$ cat config.mk
export PLATFORM = sky130hd
export DESIGN_NAME = out_uart_tx
export DESIGN_NICKNAME = d
export VERILOG_FILES = /design/src/rtl/out_uart_pkg.sv /design/src/rtl/out_fifo.sv /design/src/rtl/out_uart_tx.sv
export SDC_FILE = /design/constraint.sdc
export NUM_CORES = 1
export LEC_CHECK = 0
export BUFFER_PORTS_ARGS = -buffer_cell sky130_fd_sc_hd__buf_2
export CAP_MARGIN = 40
export CORE_MARGIN = 2
export CORE_UTILIZATION = 60
export DETAILED_ROUTE_END_ITERATION = 10
export HOLD_SLACK_MARGIN = 0.05
export PLACE_DENSITY = 0.84
export SLEW_MARGIN = 20
export SYNTH_ARGS = -nofsm -noshare
export SYNTH_HDL_FRONTEND = slang
export SYNTH_SLANG_ARGS = --single-unit
$ cat constraint.sdc
create_clock -name clk -period 4.85 [get_ports clk]
set_input_delay 0.97 -clock clk [delete_from_list [all_inputs] [get_ports clk]]
set_output_delay 0.97 -clock clk [all_outputs]
set_load 0.03 [all_outputs]
$ cat src/rtl/out_uart_pkg.sv
// Shared types and frame constants for the byte-stream UART transmitter.
package out_uart_pkg;
  typedef enum logic [1:0] {IDLE, START, DATA, STOP} tx_state_e;
  localparam int DATA_BITS  = 8;
  localparam int FRAME_BITS = 10;
endpackage

$ cat src/rtl/out_fifo.sv
// Synchronous valid/ready byte FIFO with occupancy count; storage is unreset.
module out_fifo #(
  parameter int DEPTH = 8,
  parameter int W     = 8,
  parameter int CW    = $clog2(DEPTH) + 1
) (
  input  logic          clk,
  input  logic          reset,
  input  logic          wr_valid,
  output logic          wr_ready,
  input  logic [W-1:0]  wr_data,
  output logic          rd_valid,
  input  logic          rd_ready,
  output logic [W-1:0]  rd_data,
  output logic [CW-1:0] count
);
  localparam int AW = $clog2(DEPTH);

  logic [W-1:0]  mem [DEPTH];
  logic [AW-1:0] wr_ptr, rd_ptr;
  logic          push, pop;

  // Full blocks writes regardless of a concurrent read.
  assign wr_ready = reset && (count != CW'(DEPTH));
  assign rd_valid = (count != '0);
  assign rd_data  = mem[rd_ptr];
  assign push     = wr_valid && wr_ready;
  assign pop      = rd_ready && rd_valid;

  always_ff @(posedge clk) begin
    if (!reset) begin
      wr_ptr <= '0;
      rd_ptr <= '0;
      count  <= '0;
    end else begin
      if (push) wr_ptr <= wr_ptr + 1'b1;
      if (pop)  rd_ptr <= rd_ptr + 1'b1;
      if (push && !pop)      count <= count + 1'b1;
      else if (pop && !push) count <= count - 1'b1;
    end
  end

  always_ff @(posedge clk) begin
    if (push) mem[wr_ptr] <= wr_data;
  end
endmodule

$ cat src/rtl/out_uart_tx.sv
// 8N1 UART transmitter fed from a byte FIFO; back-to-back frames, enable gates new starts.
module out_uart_tx
  import out_uart_pkg::*;
#(
  parameter int CLKS_PER_BIT = 16,
  parameter int FIFO_DEPTH   = 8
) (
  input  logic                          clk,
  input  logic                          reset,
  input  logic                          enable,
  input  logic [7:0]                    in_data,
  input  logic                          in_valid,
  output logic                          in_ready,
  output logic                          txd,
  output logic                          busy,
  output logic [$clog2(FIFO_DEPTH):0]   fifo_count
);
  localparam logic [15:0] BAUD_MAX = 16'(CLKS_PER_BIT - 1);
  localparam int          BCW      = $clog2(DATA_BITS);

  tx_state_e              state;
  logic [15:0]            baud;
  logic [BCW-1:0]         bitcnt;
  logic [DATA_BITS-1:0]   shifter;
  logic                   fifo_wr_ready, fifo_rd_valid, pop;
  logic [7:0]             fifo_rd_data;

  out_fifo #(.DEPTH(FIFO_DEPTH), .W(8)) u_fifo (
    .clk      (clk),
    .reset    (reset),
    .wr_valid (in_valid && enable),
    .wr_ready (fifo_wr_ready),
    .wr_data  (in_data),
    .rd_valid (fifo_rd_valid),
    .rd_ready (pop),
    .rd_data  (fifo_rd_data),
    .count    (fifo_count)
  );

  assign in_ready = enable && fifo_wr_ready;
  // A new frame may start from IDLE or straight out of the last stop-bit cycle.
  assign pop  = fifo_rd_valid && enable &&
                ((state == IDLE) || (state == STOP && baud == '0));
  assign busy = (state != IDLE) || (fifo_count != '0);

  always_ff @(posedge clk) begin
    if (!reset) begin
      state   <= IDLE;
      txd     <= 1'b1;
      baud    <= '0;
      bitcnt  <= '0;
      shifter <= '0;
    end else begin
      case (state)
        IDLE: begin
          txd <= 1'b1;
          if (pop) begin
            state   <= START;
            txd     <= 1'b0;
            shifter <= fifo_rd_data;
            baud    <= BAUD_MAX;
          end
        end
        START: begin
          if (baud == '0) begin
            state   <= DATA;
            txd     <= shifter[0];
            shifter <= shifter >> 1;
            baud    <= BAUD_MAX;
            bitcnt  <= '0;
          end else baud <= baud - 1'b1;
        end
        DATA: begin
          if (baud == '0) begin
            baud <= BAUD_MAX;
            if (bitcnt == BCW'(DATA_BITS - 1)) begin
              state <= STOP;
              txd   <= 1'b1;
            end else begin
              txd     <= shifter[0];
              shifter <= shifter >> 1;
              bitcnt  <= bitcnt + 1'b1;
            end
          end else baud <= baud - 1'b1;
        end
        STOP: begin
          if (baud == '0) begin
            if (pop) begin
              state   <= START;
              txd     <= 1'b0;
              shifter <= fifo_rd_data;
              baud    <= BAUD_MAX;
            end else begin
              state <= IDLE;
              txd   <= 1'b1;
            end
          end else baud <= baud - 1'b1;
        end
        default: begin
          state <= IDLE;
          txd   <= 1'b1;
        end
      endcase
    end
  end
endmodule

==> flow_metrics.env, run 1 <==
export IMPL_status="finished, final reports clean"
export IMPL_cts_htree_levels=3
export IMPL_power_density_nw_per_um2=615
export IMPL_clk_path_buf_depth=2
export IMPL_max_stage_delay_ns=0.41
export IMPL_gr_total_overflow=0
export IMPL_worst_pin_slew_ns=0.785
export IMPL_hold_path_class="register to register"
export IMPL_die_w_um=94.6
export IMPL_finalCriticalPeriod_ns=3.41
export IMPL_synth_cell_types=59
export IMPL_die_y_um=94.6
export IMPL_ioPinCount=19
export IMPL_cts_made_buffers=9
export IMPL_hold_buffers=0
export IMPL_synthTopCellsByArea="edfxtp_1 39%, dfxtp_1 17%, mux4_2 7.3%"
export IMPL_p_seq_share_pct=36.6
export IMPL_avgRoutedWirePerCell_um=18.6
export IMPL_arrival_ns=3.71
export IMPL_yosysSeqAreaShare_pct=56.6
export IMPL_crit_type="register to register"
export IMPL_timing_setup_tns_ns=0
export IMPL_cp_cell_sequence="inv_1, ha_1, nor4b_4, nand4_4, o21ai_4, inv_1, ha_1, inv_1, ha_1, a21o_1, a21oi_1, xnor2_1, or3_1, a21oi_1"
export IMPL_synth_area_per_cell_um2=13.2
export IMPL_path_clk_slew_ns=0.11
export IMPL_drt_pre_antenna_iters=5
export IMPL_irDropWorstVdd_mv=0.313
export IMPL_synth_area_leader_cell="edfxtp_1"
export IMPL_syn_to_final_growth_pct=8.49
export IMPL_finalCritPeriodShare_pct=70.2
export IMPL_drcViolationCount=0
export IMPL_cp_end_kind="register"
export IMPL_worst_skew_pair_late_latency_ns=0.39
export IMPL_cap_violations=0
export IMPL_start_kind="register"
export IMPL_async_flop_share_pct=0
export IMPL_gp_congestion=0.908
export IMPL_num_rows=33
export IMPL_place_hpwl_um=6600
export IMPL_vias=3180
export IMPL_drtIter0Drc=241
export IMPL_postSynthCellCount=374
export IMPL_power_mw=3.28
export IMPL_synthDominantCellAreaShare_pct=39.1
export IMPL_tritoncts="built"
export IMPL_die_area_um2=8940
export IMPL_grt_setup_unrepaired="false"
export IMPL_finalHoldViolCount=0
export IMPL_cts_setup_buffers=0
export IMPL_power_share_clock_pct=16.8
export IMPL_synth_edf_count=64
export IMPL_worst_path_max_delay_cell="o21ai_4"
export IMPL_postCtsResizedCells=0
export IMPL_core_area_um2=8090
export IMPL_grt_pass1_wl_um=15500
export IMPL_grt_max_degree=33
export IMPL_avgViaCountPerCell=6.27
export IMPL_max_slew_margin_pct=47.5
export IMPL_gr_usage_all_layers_pct=23.0
export IMPL_totalWireLength_um=9450
export IMPL_grt_pass1_vias=3152
export IMPL_initial_core_util_pct=60.8
export IMPL_power_leakage_nw=1.92
export IMPL_n_antenna_cell=0
export IMPL_power_switching_mw=1.41
export IMPL_switching_share_pct=43.1
export IMPL_grt_antenna_before_repair=0
export IMPL_pwr_share_comb_pct=46.6
export IMPL_setup_violations=0
export IMPL_ys_ff_latch=107
export IMPL_drive_above_1_share_pct=22.6
export IMPL_maxSlewViolCount=0
export IMPL_yosysWarnings=0
export IMPL_critical_path_max_fanout=13
export IMPL_synth_fp_nets=401
export IMPL_cts_sinks=107
export IMPL_fin_nets=424
export IMPL_ant_nets=0
export IMPL_p_int_mw=1.87
export IMPL_clk_root_buffer_cell="clkbuf_8"
export IMPL_clock_skew_ns=0.00994
export IMPL_critPathRequiredTime_ns=5.16
export IMPL_synthFlopType="edfxtp_1"
export IMPL_syn_area_um2=4920
export IMPL_portBuffers=18
export IMPL_max_clock_freq_ghz=0.294
==> worst paths after layout <==
kind / startpoint / end / slack, ns / cells past startpoint
worst max register to register: baud[0] / u_fifo.count[3] / 1.44 / 14
worst min-delay path: shifter[0] / shifter[0] / 0.47 / 2
worst min register to register: shifter[0] / shifter[0] / 0.47 / 2
worst max-delay path: baud[0] / u_fifo.count[3] / 1.44 / 14
==> cell usage in the layout, fill, tap and decap left out, types with 9 or more instances in the layout <==
cell type	synthesis	final
nor2_1	28	28
o21ai_0	10	10
a21oi_1	17	17
dfxtp_1	43	42
mux4_2	16	16
edfxtp_1	64	64
mux2i_1	12	12
inv_1	14	14
ha_1	14	14
nor3_1	13	13
nand2_1	28	28
buf_2	3	18
o221a_2	12	12
clkbuf_8	0	9
==> layout make-up <==
| class | count | area, um^2 |
|---|---|---|
| clock inverter | 7 | 93.8 |
| tap | 105 | 131 |
| clock buffer | 9 | 124 |
| sequential | 107 | 2780 |
| inverter | 15 | 56.3 |
| multi-input combinational | 239 | 2010 |
| timing repair buffer | 25 | 143 |
| fill | 606 | 2760 |
==> cell families (layout without fill, tap and decap cells) <==
family / count (synthesis) / count (layout) / share of synthesized area (%)
simple gates: 109 / 109 / 12.9
fa+ha+maj: 15 / 15 / 3.97
flops: 107 / 107 / 56.6
buf+inv: 28 / 56 / 2.67
mux: 29 / 29 / 10.0
compound gates: 80 / 80 / 12.9
xor+xnor: 6 / 6 / 1.07
==> flip-flops by register name (all words and copies together), names as in the netlist, named ones only <==
| name | cells |
|---|---|
| baud | 16 |
| shifter | 8 |
| u_fifo.mem | 64 |
| txd | 1 |
| u_fifo.rd_ptr | 3 |
| bitcnt | 3 |
| u_fifo.count | 4 |
| state | 2 |
| u_fifo.wr_ptr | 3 |
==> critical path: cells and delay by family, from the launching register on <==
family / cells / cell delay, ns
compound gates: 4 / 0.93
xor+xnor: 1 / 0.10
buf+inv: 3 / 0.37
simple gates: 3 / 0.88
fa+ha+maj: 3 / 0.67
flops: 1 / 0.36
==> synth_stat cells (3+ instances only) <==
master,number
ha_1,14
o211ai_1,6
inv_1,14
nand2b_1,5
and3_1,3
dfxtp_1,43
nor2_1,28
a31oi_1,7
o22ai_1,4
nor3_1,13
a21oi_1,17
a21o_1,4
o221a_2,12
nand2_1,28
o21ai_0,10
edfxtp_1,64
nor4_1,4
o22a_1,6
buf_2,3
buf_6,3
clkbuf_1,7
xor2_1,3
mux4_2,16
mux2i_1,12
xnor2_1,3
nor3_2,3
==> per-stage QoR <==
| stage | instances | instance area (um^2) | setup slack (ns) | hold WS (ns) | utilization (%) |
|---|---|---|---|---|---|
| after floorplan | 374 | 4920 | 1.61 | 0.438 | - |
| after global placement | 487 | 5090 | 1.39 | 0.446 | 62.9 |
| after detailed placement | 491 | 5120 | 1.22 | 0.458 | 63.3 |
| after CTS | 507 | 5340 | 1.49 | 0.475 | 66.0 |
| after global routing | 507 | 5340 | 1.21 | 0.494 | 66.0 |
| final | 507 | 5340 | 1.44 | 0.472 | 66.0 |
==> power groups by stage <==
stage | sequential, mW | clock [mW] | combinational, mW
after global placement | 1.21 | 0 | 1.47
after CTS | 1.20 | 0.558 | 1.51
final | 1.20 | 0.553 | 1.53
after floorplan | 1.19 | 0 | 1.24
after detailed placement | 1.22 | 0 | 1.50
after global routing | 1.22 | 0.586 | 1.66
==> metal layers <==
layer	global-route usage, %	up-vias	routed length (um)
met3	6.86	17	494
met4	6.52	0	163
met1	28.0	1590	3890
met2	40.1	77	4910
met5	0	-	0
li1	-	1496	-
(Power assumes the default switching activity.)
==> run 2, diff against run 1 <==
Settings changed: ABC_AREA set to 1, CORE_UTILIZATION 60 to 56, PLACE_DENSITY 0.84 to 0.82.
Clock period 4.85 ns to 3 ns, I/O delays scaled along.
==> run 2 against run 1 <==
Effect of this change: count of clock-buffer cells in the layout unchanged; synthesized cell count increased by 53%; setup slack got worse by 1.0 ns; critical endpoint unchanged; final cell count increased by 40%; critical path depth increased by 4; largest power group unchanged; die area increased by 12%; area after synthesis increased by 5.3%.
==> flow_metrics.env, run 2 <==
export IMPL_status="finished, final reports clean"
export IMPL_cts_setup_buffers=0
export IMPL_ys_ff_latch=107
export IMPL_grt_setup_unrepaired="false"
export IMPL_fin_ws_ns=0.396
export IMPL_cts_htree_levels=3
export IMPL_finalCriticalPeriod_ns=2.60
export IMPL_avgViaCountPerCell=5.56
export IMPL_cp_end_kind="register"
export IMPL_synth_top_family_by_area="simple AND/OR/NAND/NOR gates"
export IMPL_largest_reg_flops=64
export IMPL_async_flop_share_pct=0
export IMPL_hold_path_class="register to register"
export IMPL_final_core_util_pct=61.2
export IMPL_worst_path_max_delay_cell="dfxtp_1"
export IMPL_arrival_ns=2.88
export IMPL_synthDominantCellAreaShare_pct=37.1
export IMPL_place_hpwl_um=7060
export IMPL_critical_path_max_fanout=17
export IMPL_synthSimpleGateAreaFrac_pct=26.8
export IMPL_finalHoldViolCount=0
export IMPL_syn_area_um2=5180
export IMPL_synth_edf_count=64
export IMPL_worst_skew_pair_late_latency_ns=0.37
export IMPL_ioPinCount=19
export IMPL_drive_above_1_share_pct=15.1
export IMPL_fill_cells=744
export IMPL_clk_path_buf_depth=2
export IMPL_die_w_um=100
export IMPL_syn_to_final_growth_pct=7.63
export IMPL_clock_skew_ns=0.0163
export IMPL_cts_made_buffers=9
export IMPL_avgRoutedWirePerCell_um=14.9
export IMPL_timing_setup_tns_ns=0
export IMPL_gr_total_overflow=0
export IMPL_yosysWarnings=0
export IMPL_post_place_ws_ns=0.419
export IMPL_cp_cell_sequence="inv_1, ha_1, nand2_2, nor2_2, nand3_2, nand2_4, nand2_8, ha_1, inv_1, ha_1, nand2_1, nand2_1, a21oi_1, nor2_1, nor2_1, nand2_1, o21ai_0, a21oi_1"
export IMPL_grt_pass1_wl_um=17500
export IMPL_crit_buf_inv=2
export IMPL_setup_violations=0
export IMPL_crit_family="simple AND/OR/NAND/NOR gates"
export IMPL_drcViolationCount=0
export IMPL_synth_most_common_cell="nand2_1"
export IMPL_cap_violations=0
export IMPL_core_area_um2=9110
export IMPL_grt_max_degree=33
export IMPL_worst_pin_slew_ns=0.712
export IMPL_synthXorXnorAreaFrac_pct=1.52
export IMPL_initial_core_util_pct=56.9
export IMPL_critPathRequiredTime_ns=3.27
export IMPL_vias=3939
export IMPL_postCtsResizedCells=0
export IMPL_fin_nets=619
export IMPL_power_density_nw_per_um2=1040
export IMPL_finalCritPeriodShare_pct=86.8
export IMPL_irDropWorstVdd_mv=0.736
export IMPL_yosysSeqAreaShare_pct=53.7
export IMPL_synth_compound_area_share_pct=8.45
export IMPL_gp_congestion=0.918
export IMPL_totalWireLength_um=10500
export IMPL_synthTopCellsByArea="edfxtp_1 37%, dfxtp_1 17%, nand2_1 9.6%"
export IMPL_postSynthCellCount=572
export IMPL_portBuffers=18
export IMPL_grt_pass1_vias=3769
export IMPL_drtIter0Drc=290
export IMPL_maxSlewViolCount=0
export IMPL_die_area_um2=10000
export IMPL_final_cell_mix="133 x nand2_1, 81 x nand3_1, 64 x edfxtp_1"
export IMPL_reg_largest_list="u_fifo.mem (64), baud (16), shifter (8)"
export IMPL_grt_antenna_before_repair=0
export IMPL_start_kind="register"
export IMPL_clk_root_buffer_cell="clkbuf_8"
export IMPL_synth_fp_nets=599
export IMPL_synthFlopType="edfxtp_1"
export IMPL_cts_sinks=107
export IMPL_drt_pre_antenna_iters=5
export IMPL_layout_commonest_cell="nand2_1"
export IMPL_max_stage_delay_ns=0.34
export IMPL_crit_type="register to register"
export IMPL_synth_area_per_cell_um2=9.06
export IMPL_die_y_um=100
export IMPL_synthAdderAreaFrac_pct=3.77
export IMPL_power_leakage_nw=2.24
export IMPL_max_clock_freq_ghz=0.384
export IMPL_synth_area_leader_cell="edfxtp_1"
export IMPL_num_rows=35
export IMPL_n_antenna_cell=0
export IMPL_synth_common_cells="133 x nand2_1, 81 x nand3_1, 64 x edfxtp_1"
export IMPL_ant_nets=0
export IMPL_path_clk_slew_ns=0.11
export IMPL_gr_usage_all_layers_pct=22.0
export IMPL_synth_cell_types=34
export IMPL_tritoncts="built"
export IMPL_max_slew_margin_pct=52.5
export IMPL_regMostFlops="u_fifo.mem"
export IMPL_hold_buffers=0
export IMPL_muxShareOfSynthArea_pct=0
[run 2: changes by cell type after synthesis, sizes merged, moves of 30 or more]
cell,before,now
nor2,30,62
nand3,2,84
nand2,29,143
a21oi,17,47
inv,14,44
[run 2: layer usage]
layer | track usage [%] | up-vias | routed length [um]
met5 | 0 | - | 0
met4 | 7.69 | 0 | 199
met3 | 4.74 | 24 | 693
met2 | 36.5 | 152 | 5040
met1 | 28.7 | 1811 | 4600
li1 | - | 1952 | -
[run 2: power breakdown]
group          leakage (nW)  switching (mW)  internal [mW]
clock network        0.0975           0.520          0.318
registers             0.928           0.162           1.73
logic                  1.21            2.02           1.03
[run 2: tightest hold or removal path: cells and delay by family (launching register included)]
family,cells,cell delay [ns]
DFF,1,0.35
AOI/OAI and AO/OA,1,0.05
buffers and inverters,1,0.06
[run 2: logic make-up (layout without fill, tap and decap cells)]
group           count (synthesis)  in the layout
flops                         107            107
fa+ha+maj                      15             15
simple gates                  298            298
buf+inv                        66             91
xor+xnor                        9              9
compound gates                 77             77
[run 2: cell type report]
type	instances	area (um^2)	share of cell area, %
multi-input cells	399	2100	37.7
flip-flops and latches	107	2780	49.9
repair buffers	30	200	3.59
well taps	111	139	2.49
clock buffers	9	124	2.22
inverters	45	169	3.03
clock inverters	7	61.3	1.10
[run 2: stage by stage]
stage          power, mW  hold WS, ns  instances  instance area, um^2
2_1_floorplan       4.41        0.442        572                 5180
3_3_place_gp        4.80        0.456        691                 5370
3_5_place_dp        4.93        0.468        692                 5390
4_1_cts             5.76        0.478        708                 5580
5_1_grt             6.26        0.474        708                 5580
6_report            5.78        0.485        708                 5580
[run 2: worst paths after layout]
| check | startpoint | endpoint | slack [ns] | depth (start not counted) |
|---|---|---|---|---|
| worst max-delay path | baud[0] | u_fifo.count[3] | 0.40 | 18 |
| worst min register to register | bitcnt[0] | bitcnt[0] | 0.48 | 2 |
| worst max register to register | baud[0] | u_fifo.count[3] | 0.40 | 18 |
| worst min-delay path | bitcnt[0] | bitcnt[0] | 0.48 | 2 |
==> run 3, diff against run 2 <==
--- a/config.mk
+++ b/config.mk
@@ -6,12 +6,11 @@
 export NUM_CORES = 1
 export LEC_CHECK = 0
-export ABC_AREA = 1
 export BUFFER_PORTS_ARGS = -buffer_cell sky130_fd_sc_hd__buf_2
 export CAP_MARGIN = 40
 export CORE_MARGIN = 2
-export CORE_UTILIZATION = 56
+export CORE_UTILIZATION = 55
 export DETAILED_ROUTE_END_ITERATION = 10
 export HOLD_SLACK_MARGIN = 0.05
-export PLACE_DENSITY = 0.82
+export PLACE_DENSITY = 0.81
 export SLEW_MARGIN = 20
 export SYNTH_ARGS = -nofsm -noshare
==> constraint.sdc (replaced) <==
create_clock -name clk -period 3 [get_ports clk]
set_input_delay 0.6 -clock clk [delete_from_list [all_inputs] [get_ports clk]]
set_output_delay 0.6 -clock clk [all_outputs]
set_load 0.005 [all_outputs]
==> run 3 against run 2 <==
Effect of this change: via count is 17% lower; clock skew increased by 0.0012 ns; clock power increased by 9.1%; largest power group unchanged; sequential power about the same; die area shrank 3.2%; global-route usage fell by 0.89 points; first-iteration DRC count is 44% lower; routed wire length down 6.0%; non-clock buffer count is 2 higher.
==> flow_metrics.env, run 3 (same netlist as run 1, synthesis figures left out) <==
export IMPL_vias=3269
export IMPL_clk_path_buf_depth=2
export IMPL_worst_pin_slew_ns=0.761
export IMPL_grt_pass1_vias=3108
export IMPL_num_rows=34
export IMPL_start_kind="register"
export IMPL_regMostFlops="u_fifo.mem"
export IMPL_p_seq_share_pct=35.5
export IMPL_totalWireLength_um=9900
export IMPL_gr_usage_all_layers_pct=21.1
export IMPL_drcViolationCount=0
export IMPL_gp_congestion=0.881
export IMPL_die_w_um=98.6
export IMPL_die_y_um=98.6
export IMPL_worst_skew_pair_late_latency_ns=0.37
export IMPL_tritoncts="built"
export IMPL_p_int_mw=3.08
export IMPL_avgViaCountPerCell=6.32
export IMPL_status="finished, final reports clean"
export IMPL_timing_setup_tns_ns=0
export IMPL_ant_nets=0
export IMPL_cts_made_buffers=9
export IMPL_portBuffers=18
export IMPL_fill_cells=638
export IMPL_place_hpwl_um=6620
export IMPL_path_clk_slew_ns=0.11
export IMPL_grt_antenna_before_repair=0
export IMPL_drt_pre_antenna_iters=4
export IMPL_cts_setup_buffers=0
export IMPL_clk_root_buffer_cell="clkbuf_8"
export IMPL_critPathRequiredTime_ns=3.31
export IMPL_grt_max_degree=32
export IMPL_n_antenna_cell=0
export IMPL_reg_largest_list="u_fifo.mem (64), baud (16), shifter (8)"
export IMPL_final_cell_mix="64 x edfxtp_1, 43 x dfxtp_1, 28 x nand2_1, 28 x nor2_1, 18 x buf_2"
export IMPL_grt_setup_unrepaired="false"
export IMPL_pwr_share_comb_pct=47.3
export IMPL_fin_nets=431
export IMPL_critical_path_max_fanout=4
export IMPL_cts_htree_levels=3
export IMPL_hold_path_class="register to register"
export IMPL_maxSlewViolCount=0
export IMPL_setup_violations=0
export IMPL_cap_violations=0
export IMPL_finalCriticalPeriod_ns=2.85
export IMPL_largest_reg_flops=64
export IMPL_crit_family="simple AND/OR/NAND/NOR gates"
export IMPL_finalHoldViolCount=0
export IMPL_switching_share_pct=42.0
export IMPL_grt_pass1_wl_um=16100
export IMPL_initial_core_util_pct=56.7
export IMPL_max_clock_freq_ghz=0.351
export IMPL_power_switching_mw=2.23
export IMPL_cp_end_kind="register"
export IMPL_power_leakage_nw=1.96
export IMPL_fin_ws_ns=0.152
export IMPL_crit_buf_inv=3
export IMPL_avgRoutedWirePerCell_um=19.1
export IMPL_arrival_ns=3.16
export IMPL_max_stage_delay_ns=0.36
export IMPL_worst_path_max_delay_cell="dfxtp_1"
export IMPL_layout_commonest_cell="edfxtp_1"
export IMPL_postCtsResizedCells=0
export IMPL_drtIter0Drc=161
export IMPL_cts_sinks=107
export IMPL_syn_to_final_growth_pct=9.61
export IMPL_power_share_clock_pct=17.2
export IMPL_core_area_um2=8680
export IMPL_drive_above_1_share_pct=23.7
export IMPL_crit_type="register to register"
export IMPL_irDropWorstVdd_mv=0.455
export IMPL_hold_buffers=0
export IMPL_max_slew_margin_pct=49.2
export IMPL_clock_skew_ns=0.0175
export IMPL_cp_cell_sequence="inv_1, ha_1, nor4b_4, nand4_4, o21ai_4, inv_1, ha_1, inv_1, ha_1, a21o_1, a21oi_1, xnor2_1, or3_1, a21oi_1"
export IMPL_ioPinCount=19
export IMPL_finalCritPeriodShare_pct=94.9
export IMPL_post_place_ws_ns=0.0625
export IMPL_power_mw=5.31
export IMPL_die_area_um2=9720
export IMPL_power_density_nw_per_um2=985
export IMPL_gr_total_overflow=0
==> run 3: cell types whose count changed in the layout (fill, tap and decap cells not counted), sizes merged, moves of 7 or more <==
cell   change
inv       -30
nand3     -82
nor2      -32
nand2    -114
nor3      +11
mux4      +16
a21oi     -30
mux2i     +12
o221a     +12
o21ai     -16
a31oi      +7
nor4       +7
==> run 3: routing by layer <==
metal  up-vias  routed length [um]  GRT usage [%]
met5         -                   0              0
met4         0                  82           4.53
met3         9                 461           4.54
met2        84                5120           35.9
met1      1666                4240           28.3
li1       1510                   -              -
==> run 3: worst register-to-register path: cells and delay by family, from the launching register on <==
| family | cells | cell delay, ns |
|---|---|---|
| buffers and inverters | 3 | 0.33 |
| AND/OR/NAND/NOR | 3 | 0.73 |
| XOR/XNOR | 1 | 0.09 |
| AO/OA/AOI/OAI | 4 | 0.64 |
| flip-flops | 1 | 0.36 |
| adder cells (fa/ha/maj) | 3 | 0.64 |
==> run 3: final cells by class <==
type                       count  area (um^2)  share of cell area, %
inverter                      15         56.3                   1.04
clock buffer                   9          124                   2.30
multi-input combinational    239         2010                   37.2
sequential                   107         2780                   51.6
tap                          108          135                   2.51
timing repair buffer          32          195                   3.62
clock inverter                 7         93.8                   1.74
==> run 3: path summary, 6_finish.rpt <==
check                                 from              end  slack, ns  cells after the start
worst max-delay path               baud[0]  u_fifo.count[3]       0.15                     14
worst min-delay path            shifter[3]       shifter[3]       0.47                      2
worst max register to register     baud[0]  u_fifo.count[3]       0.15                     14
worst min register to register  shifter[3]       shifter[3]       0.47                      2
==> run 3: metrics by stage <==
step           util [%]  cell area (um^2)  std cells  hold WS (ns)
6_report           62.1              5390        517         0.472
5_1_grt            62.1              5390        517         0.481
4_1_cts            62.1              5390        517         0.475
3_5_place_dp       59.6              5170        501         0.457
3_3_place_gp       59.6              5170        501         0.446
2_1_floorplan         -              4920        374         0.438
==> run 3: power by group through the flow <==
stage	registers (mW)	clock network (mW)	logic, mW
after floorplan	1.87	0	1.98
after global placement	1.90	0	2.40
after detailed placement	1.92	0	2.47
after CTS	1.88	0.930	2.50
after global routing	1.91	0.990	2.75
final	1.88	0.914	2.51
